**src/rtl/uart_pkg.sv**
```systemverilog
// Shared UART definitions: receiver state encoding, oversample factor and baud divider calculation.
package uart_pkg;

    localparam int unsigned OVERSAMPLE = 16;
    localparam int unsigned HALF_BIT   = OVERSAMPLE / 2;

    typedef logic [1:0] state_t;

    localparam state_t ST_IDLE  = 2'd0;
    localparam state_t ST_START = 2'd1;
    localparam state_t ST_DATA  = 2'd2;
    localparam state_t ST_STOP  = 2'd3;

    // Clocks per oversample tick, truncated, never below 1.
    function automatic int unsigned calc_div(input int unsigned freq_mhz,
                                             input int unsigned baudrate);
        longint unsigned num;
        longint unsigned den;
        longint unsigned quo;
        num = 64'(freq_mhz) * 64'd1_000_000;
        den = 64'(baudrate) * 64'(OVERSAMPLE);
        if (den == 64'd0) begin
            return 1;
        end
        quo = num / den;
        if (quo < 64'd1) begin
            return 1;
        end
        return 32'(quo);
    endfunction

endpackage

```
**src/rtl/uart_baud_tick.sv**
```systemverilog
// Free-running divider producing a one-cycle 16x oversample tick.
module uart_baud_tick
    import uart_pkg::*;
#(
    parameter int unsigned FREQ     = 10,
    parameter int unsigned BAUDRATE = 19200
) (
    input  logic i_clk,
    input  logic i_reset,
    output logic o_tick
);

    localparam int unsigned DIV   = calc_div(FREQ, BAUDRATE);
    localparam int unsigned CNT_W = $clog2(DIV) + 1;
    localparam logic [CNT_W-1:0] CNT_MAX = CNT_W'(DIV - 1);

    logic [CNT_W-1:0] cnt;
    logic             wrap_c;

    assign wrap_c = (cnt == CNT_MAX);

    // Tick is registered off the terminal count, so the first one lands DIV cycles after reset.
    always_ff @(posedge i_clk or negedge i_reset) begin
        if (!i_reset) begin
            cnt    <= '0;
            o_tick <= 1'b0;
        end else begin
            o_tick <= wrap_c;
            cnt    <= wrap_c ? '0 : cnt + CNT_W'(1);
        end
    end

endmodule

```
**src/rtl/uart_rx_core.sv**
```systemverilog
// UART 8N1 receiver: RX synchronizer, oversampling tick and serial-to-parallel FSM.
module uart_rx_core
    import uart_pkg::*;
#(
    parameter int unsigned NB_DATA  = 8,
    parameter int unsigned FREQ     = 10,
    parameter int unsigned BAUDRATE = 19200,
    parameter int unsigned SB_TICK  = 16
) (
    input  logic               i_clk,
    input  logic               i_reset,
    input  logic               i_rx,
    output logic               o_tick,
    output logic [NB_DATA-1:0] o_data,
    output logic               o_rx_done,
    output logic               o_frame_err
);

    localparam int unsigned S_MAX = (SB_TICK > OVERSAMPLE) ? SB_TICK : OVERSAMPLE;
    localparam int unsigned S_W   = $clog2(S_MAX);
    localparam int unsigned N_W   = (NB_DATA > 1) ? $clog2(NB_DATA) : 1;

    localparam logic [S_W-1:0] S_HALF = S_W'(HALF_BIT - 1);
    localparam logic [S_W-1:0] S_BIT  = S_W'(OVERSAMPLE - 1);
    localparam logic [S_W-1:0] S_STOP = S_W'(SB_TICK - 1);
    localparam logic [N_W-1:0] N_LAST = N_W'(NB_DATA - 1);

    logic               rx_meta;
    logic               rx_s;

    state_t             state;
    state_t             state_nx;
    logic [S_W-1:0]     s_cnt;
    logic [S_W-1:0]     s_nx;
    logic [N_W-1:0]     n_cnt;
    logic [N_W-1:0]     n_nx;
    logic [NB_DATA-1:0] shift;
    logic [NB_DATA-1:0] shift_nx;
    logic [NB_DATA-1:0] data_nx;
    logic               done_nx;
    logic               ferr_nx;

    uart_baud_tick #(
        .FREQ     (FREQ),
        .BAUDRATE (BAUDRATE)
    ) u_baud_tick (
        .i_clk   (i_clk),
        .i_reset (i_reset),
        .o_tick  (o_tick)
    );

    // Two-flop synchronizer; resets to the idle (high) line level.
    always_ff @(posedge i_clk or negedge i_reset) begin
        if (!i_reset) begin
            rx_meta <= 1'b1;
            rx_s    <= 1'b1;
        end else begin
            rx_meta <= i_rx;
            rx_s    <= rx_meta;
        end
    end

    always_ff @(posedge i_clk or negedge i_reset) begin
        if (!i_reset) begin
            state       <= ST_IDLE;
            s_cnt       <= '0;
            n_cnt       <= '0;
            shift       <= '0;
            o_data      <= '0;
            o_rx_done   <= 1'b0;
            o_frame_err <= 1'b0;
        end else begin
            state       <= state_nx;
            s_cnt       <= s_nx;
            n_cnt       <= n_nx;
            shift       <= shift_nx;
            o_data      <= data_nx;
            o_rx_done   <= done_nx;
            o_frame_err <= ferr_nx;
        end
    end

    // Samples land on bit centres: half a bit into START, then a full bit per data/stop bit.
    always_comb begin
        state_nx = state;
        s_nx     = s_cnt;
        n_nx     = n_cnt;
        shift_nx = shift;
        data_nx  = o_data;
        done_nx  = 1'b0;
        ferr_nx  = 1'b0;
        case (state)
            ST_IDLE: begin
                if (!rx_s) begin
                    state_nx = ST_START;
                    s_nx     = '0;
                end
            end
            ST_START: begin
                if (o_tick) begin
                    if (s_cnt == S_HALF) begin
                        if (!rx_s) begin
                            state_nx = ST_DATA;
                            s_nx     = '0;
                            n_nx     = '0;
                        end else begin
                            state_nx = ST_IDLE;
                        end
                    end else begin
                        s_nx = s_cnt + S_W'(1);
                    end
                end
            end
            ST_DATA: begin
                if (o_tick) begin
                    if (s_cnt == S_BIT) begin
                        s_nx     = '0;
                        shift_nx = {rx_s, shift[NB_DATA-1:1]};
                        if (n_cnt == N_LAST) begin
                            state_nx = ST_STOP;
                        end else begin
                            n_nx = n_cnt + N_W'(1);
                        end
                    end else begin
                        s_nx = s_cnt + S_W'(1);
                    end
                end
            end
            ST_STOP: begin
                if (o_tick) begin
                    if (s_cnt == S_STOP) begin
                        state_nx = ST_IDLE;
                        data_nx  = shift;
                        done_nx  = 1'b1;
                        ferr_nx  = ~rx_s;
                    end else begin
                        s_nx = s_cnt + S_W'(1);
                    end
                end
            end
            default: begin
                state_nx = ST_IDLE;
            end
        endcase
    end

endmodule

```
**config.mk**
```make
export PLATFORM = sky130hd
export DESIGN_NAME = uart_rx_core
export DESIGN_NICKNAME = d
export VERILOG_FILES = /design/src/rtl/uart_pkg.sv /design/src/rtl/uart_baud_tick.sv /design/src/rtl/uart_rx_core.sv
export SDC_FILE = /design/constraint.sdc
export NUM_CORES = 1
export LEC_CHECK = 0
export BUFFER_PORTS_ARGS = -buffer_cell sky130_fd_sc_hd__buf_2
export CELL_PAD_IN_SITES_DETAIL_PLACEMENT = 1
export CELL_PAD_IN_SITES_GLOBAL_PLACEMENT = 1
export CORE_ASPECT_RATIO = 0.9
export CORE_MARGIN = 4
export CORE_UTILIZATION = 35
export DETAILED_ROUTE_END_ITERATION = 6
export PLACE_DENSITY = 0.59
export SYNTH_ARGS = -nofsm -noshare
export SYNTH_HDL_FRONTEND = slang
export SYNTH_SLANG_ARGS = --single-unit
export TNS_END_PERCENT = 5
```
**constraint.sdc**
```tcl
create_clock -name i_clk -period 1.9 [get_ports i_clk]
set_clock_uncertainty 0.1 [all_clocks]
set_input_delay 0 -clock i_clk [delete_from_list [all_inputs] [get_ports i_clk]]
set_output_delay 0 -clock i_clk [all_outputs]
set_load 0.03 [all_outputs]
```
==> impl_metrics.toml <==
[placed_design]
place.gp.congestion = 0.7423
io_buffer_count = 13
dp_hpwl_um = 2228

[timing]
final.setup.tns_ns = 0
max_clock_freq_mhz = 563.4
tightest_slew_ns = 0.8072
period_minus_slack_ns = 1.775
period_share_pct = 93.42
final-setup-viol-count = 0
rsz0062_at_grt = "false"
final_hold_slack_ns = 0.2373
final-max-slew-violation-count = 0
finalHoldViolCount = 0
slew-limit-headroom_pct = 46.19

[logic_synthesis]
synth_area_um2 = 1595
synth_seq_area_share_pct = 56.63
synth_top_cell_by_area = "sky130_fd_sc_hd__dfrtp_1"
main_combinational_cell_family_by_area_after_synthesis = "simple AND/OR/NAND/NOR gates"
synthAdderAreaFrac_pct = 3.137
post_synth_xor_area_fraction_pct = 1.647
synth_seq_cells = 36
syn_nets = 134
syn-instance-count = 127
post_synth_mux_area_share_pct = 12.00
synth-warning-count = 0
synth.area.top_cells = "sky130_fd_sc_hd__dfrtp_1 53%, sky130_fd_sc_hd__mux2_2 12%, sky130_fd_sc_hd__dfstp_2 3.3%"
yosysTopAreaCellShare_pct = 53.33
yosys.area_share.simple_pct = 15.14
synth_area_per_inst_um2 = 12.56
synth_compound_area_share_pct = 8.627
yosys.cell_types.count = 35

[final_layout]
n_antenna_cell = 0
drive_above_1_share_pct = 35.95
num-nets-final = 159
commonest_cells_after_routing_fill_and_taps_aside = "34 x sky130_fd_sc_hd__dfrtp_1, 17 x sky130_fd_sc_hd__mux2_2, 13 x sky130_fd_sc_hd__buf_2"
area_growth_syn_to_layout_pct = 20.71
final_common_cell = "sky130_fd_sc_hd__dfrtp_1"

[min_path]
timing.hold.worst.class = "in2async"

[clock_network]
cts_max_level = 2
path_clk_slew_ns = 0.07
postCtsSetupBuffers = 0
clk_root_buffer_cell = "sky130_fd_sc_hd__clkbuf_8"
cts.sink_count = 36
clock_insertion_delay_worst_skew_ns = 0.28
tritoncts = "done"
cts_made_buffers = 5
clock_path_buffers = 2

[grt]
initial_antenna_violation_count = 0
grt_pass1_vias = 1155
grt-ovfl-total = 0
grt_pass1_wl_um = 5354
grt_max_degree = 37
grt.total_usage_pct = 12.22

[route]
first_pass_iters = 4
via_count = 1067
drt_iter0_markers = 27
totalWireLength_um = 3066
post_drt_via_cell_ratio = 4.963
drcViolationCount = 0
drt-wirelength-per-cell_um = 14.26
detail-route-antenna-nets = 0

[floorplan]
io_pins = 14
core-area_um2 = 4432
die_width_um = 79.17
fp.dieArea_um2 = 5704
floorplan.rows = 23
fp.dieH_um = 72.05
start_util_pct = 36.00

[power_and_ir_drop]
leakagePower_nw = 0.9303
ir_drop_v = 0.0003561
power_density_nw_per_um2 = 791.3
report.power.total_mw = 1.524

[flow_run]
cap_viol_max_count = 0

[worst_setup_path]
endpoint_kind = "register"
crit_path_start_kind = "register"
timing.critical_path.arrival_ns = 1.84
crit_path_launch = "s_cnt[1]"
rrSetupSlack_ns = 0.13
critical_path_class = "reg2reg"
path_max_fanout = 8
timing.rr.end = "shift[0]"
cp-endpoint = "shift[0]"
crit_required_ns = 1.97
crit-reg2reg-launch = "s_cnt[1]"
reg2regPathDepth = 4

[status]
run_status = "complete, no violations"
==> Yosys cell counts <==
library cell                count
sky130_fd_sc_hd__and3b_2        1
sky130_fd_sc_hd__inv_1          4
sky130_fd_sc_hd__o21ai_0        7
sky130_fd_sc_hd__or4_1          1
sky130_fd_sc_hd__o21bai_1       2
sky130_fd_sc_hd__mux2_2        17
sky130_fd_sc_hd__nor4_2         1
sky130_fd_sc_hd__o21a_1         2
sky130_fd_sc_hd__nand2_1       12
sky130_fd_sc_hd__nor2_1         4
sky130_fd_sc_hd__nand3_1        6
sky130_fd_sc_hd__buf_4          2
sky130_fd_sc_hd__nor3_1         2
sky130_fd_sc_hd__nor2_4         1
sky130_fd_sc_hd__nor4_4         1
sky130_fd_sc_hd__a32o_1         1
sky130_fd_sc_hd__o2bb2ai_1      1
sky130_fd_sc_hd__a21oi_1        2
sky130_fd_sc_hd__a31oi_1        3
sky130_fd_sc_hd__xor2_1         2
sky130_fd_sc_hd__buf_2          2
sky130_fd_sc_hd__a41oi_1        1
sky130_fd_sc_hd__nand4_1        1
sky130_fd_sc_hd__dfstp_2        2
sky130_fd_sc_hd__o211ai_1       1
sky130_fd_sc_hd__nor3b_1        1
sky130_fd_sc_hd__nand2b_1       2
sky130_fd_sc_hd__nand4_4        1
sky130_fd_sc_hd__xnor2_1        1
sky130_fd_sc_hd__o22a_1         1
sky130_fd_sc_hd__ha_1           4
sky130_fd_sc_hd__nand3b_1       2
sky130_fd_sc_hd__nor3_4         1
sky130_fd_sc_hd__clkbuf_2       1
sky130_fd_sc_hd__dfrtp_1       34
==> per-stage QoR <==
step | instances | utilization [%] | instance area, um^2 | setup slack (ns)
after global routing | 215 | 43.45 | 1926 | 0.001562
after global placement | 205 | 39.89 | 1768 | 0.1354
after CTS | 215 | 43.20 | 1914 | 0.07873
after detailed placement | 205 | 39.89 | 1768 | 0.09498
final | 215 | 43.45 | 1926 | 0.1251
after floorplan | 127 | - | 1595 | 0.1660
==> timing repair <==
action	4_1_cts	5_1_grt
endpoints found under the setup margin	0	8
endpoints found under the hold margin	35	0
resized for setup	0	2
hold buffers	2	0
==> report_power, final <==
group	switching, mW	internal (mW)
clock	0.268	0.463
combinational	0.0151	0.00434
sequential	0.00321	0.770
==> cells by family (layout without fill, tap and decap cells) <==
kind of cell	after synthesis	count (layout)
flops	36	36
xor+xnor	3	3
compound gates	21	21
fa+ha+maj	4	4
mux	17	17
buf+inv	9	35
simple gates	37	37
==> critical path, stage by stage, from the launching register on <==
cell	delay [ns]
sky130_fd_sc_hd__dfrtp_1	0.40
sky130_fd_sc_hd__ha_2	0.22
sky130_fd_sc_hd__nand4_4	0.18
sky130_fd_sc_hd__nor3_4	0.38
sky130_fd_sc_hd__mux2_2	0.39
==> registers in the layout (all words and copies together), names as in the netlist, named ones only <==
| register | flops |
|---|---|
| o_data | 8 |
| state | 1 |
| u_baud_tick.cnt | 6 |
| o_frame_err | 1 |
| n_cnt | 3 |
| o_rx_done | 1 |
| s_cnt | 4 |
| u_baud_tick.o_tick | 1 |
| shift | 8 |
| rx_meta | 1 |
| rx_s | 1 |
==> layout make-up <==
type	instances	area [um^2]
fill	496	2506
timing repair buffer	23	145.1
tap	62	77.57
multi-input combinational	82	658.1
clock buffer	7	96.34
clock inverter	1	30.03
sequential	36	903.4
inverter	4	15.01
==> routing by layer <==
metal / global-route usage [%] / vias to the layer above / wire, um
li1: - / 505 / -
met1: 15.24 / 537 / 1446
met2: 20.09 / 18 / 1448
met3: 3.350 / 7 / 110
met4: 5.153 / 0 / 61
met5: 0 / - / 0
==> worst min-delay path by stage <==
stage	startpoint	end	slack, ns	cells after the start
floorplan	i_reset	async pin	-0.40	0
global placement	i_rx	rx_meta	0.007	1
detailed placement	i_rx	rx_meta	0.01	1
CTS	i_rx	rx_meta	0.24	2
global route	rx_meta	rx_s	0.27	0
finish	i_reset	u_baud_tick.cnt[0]	0.24	2
No activity file was read; power rests on OpenSTA's default activity.
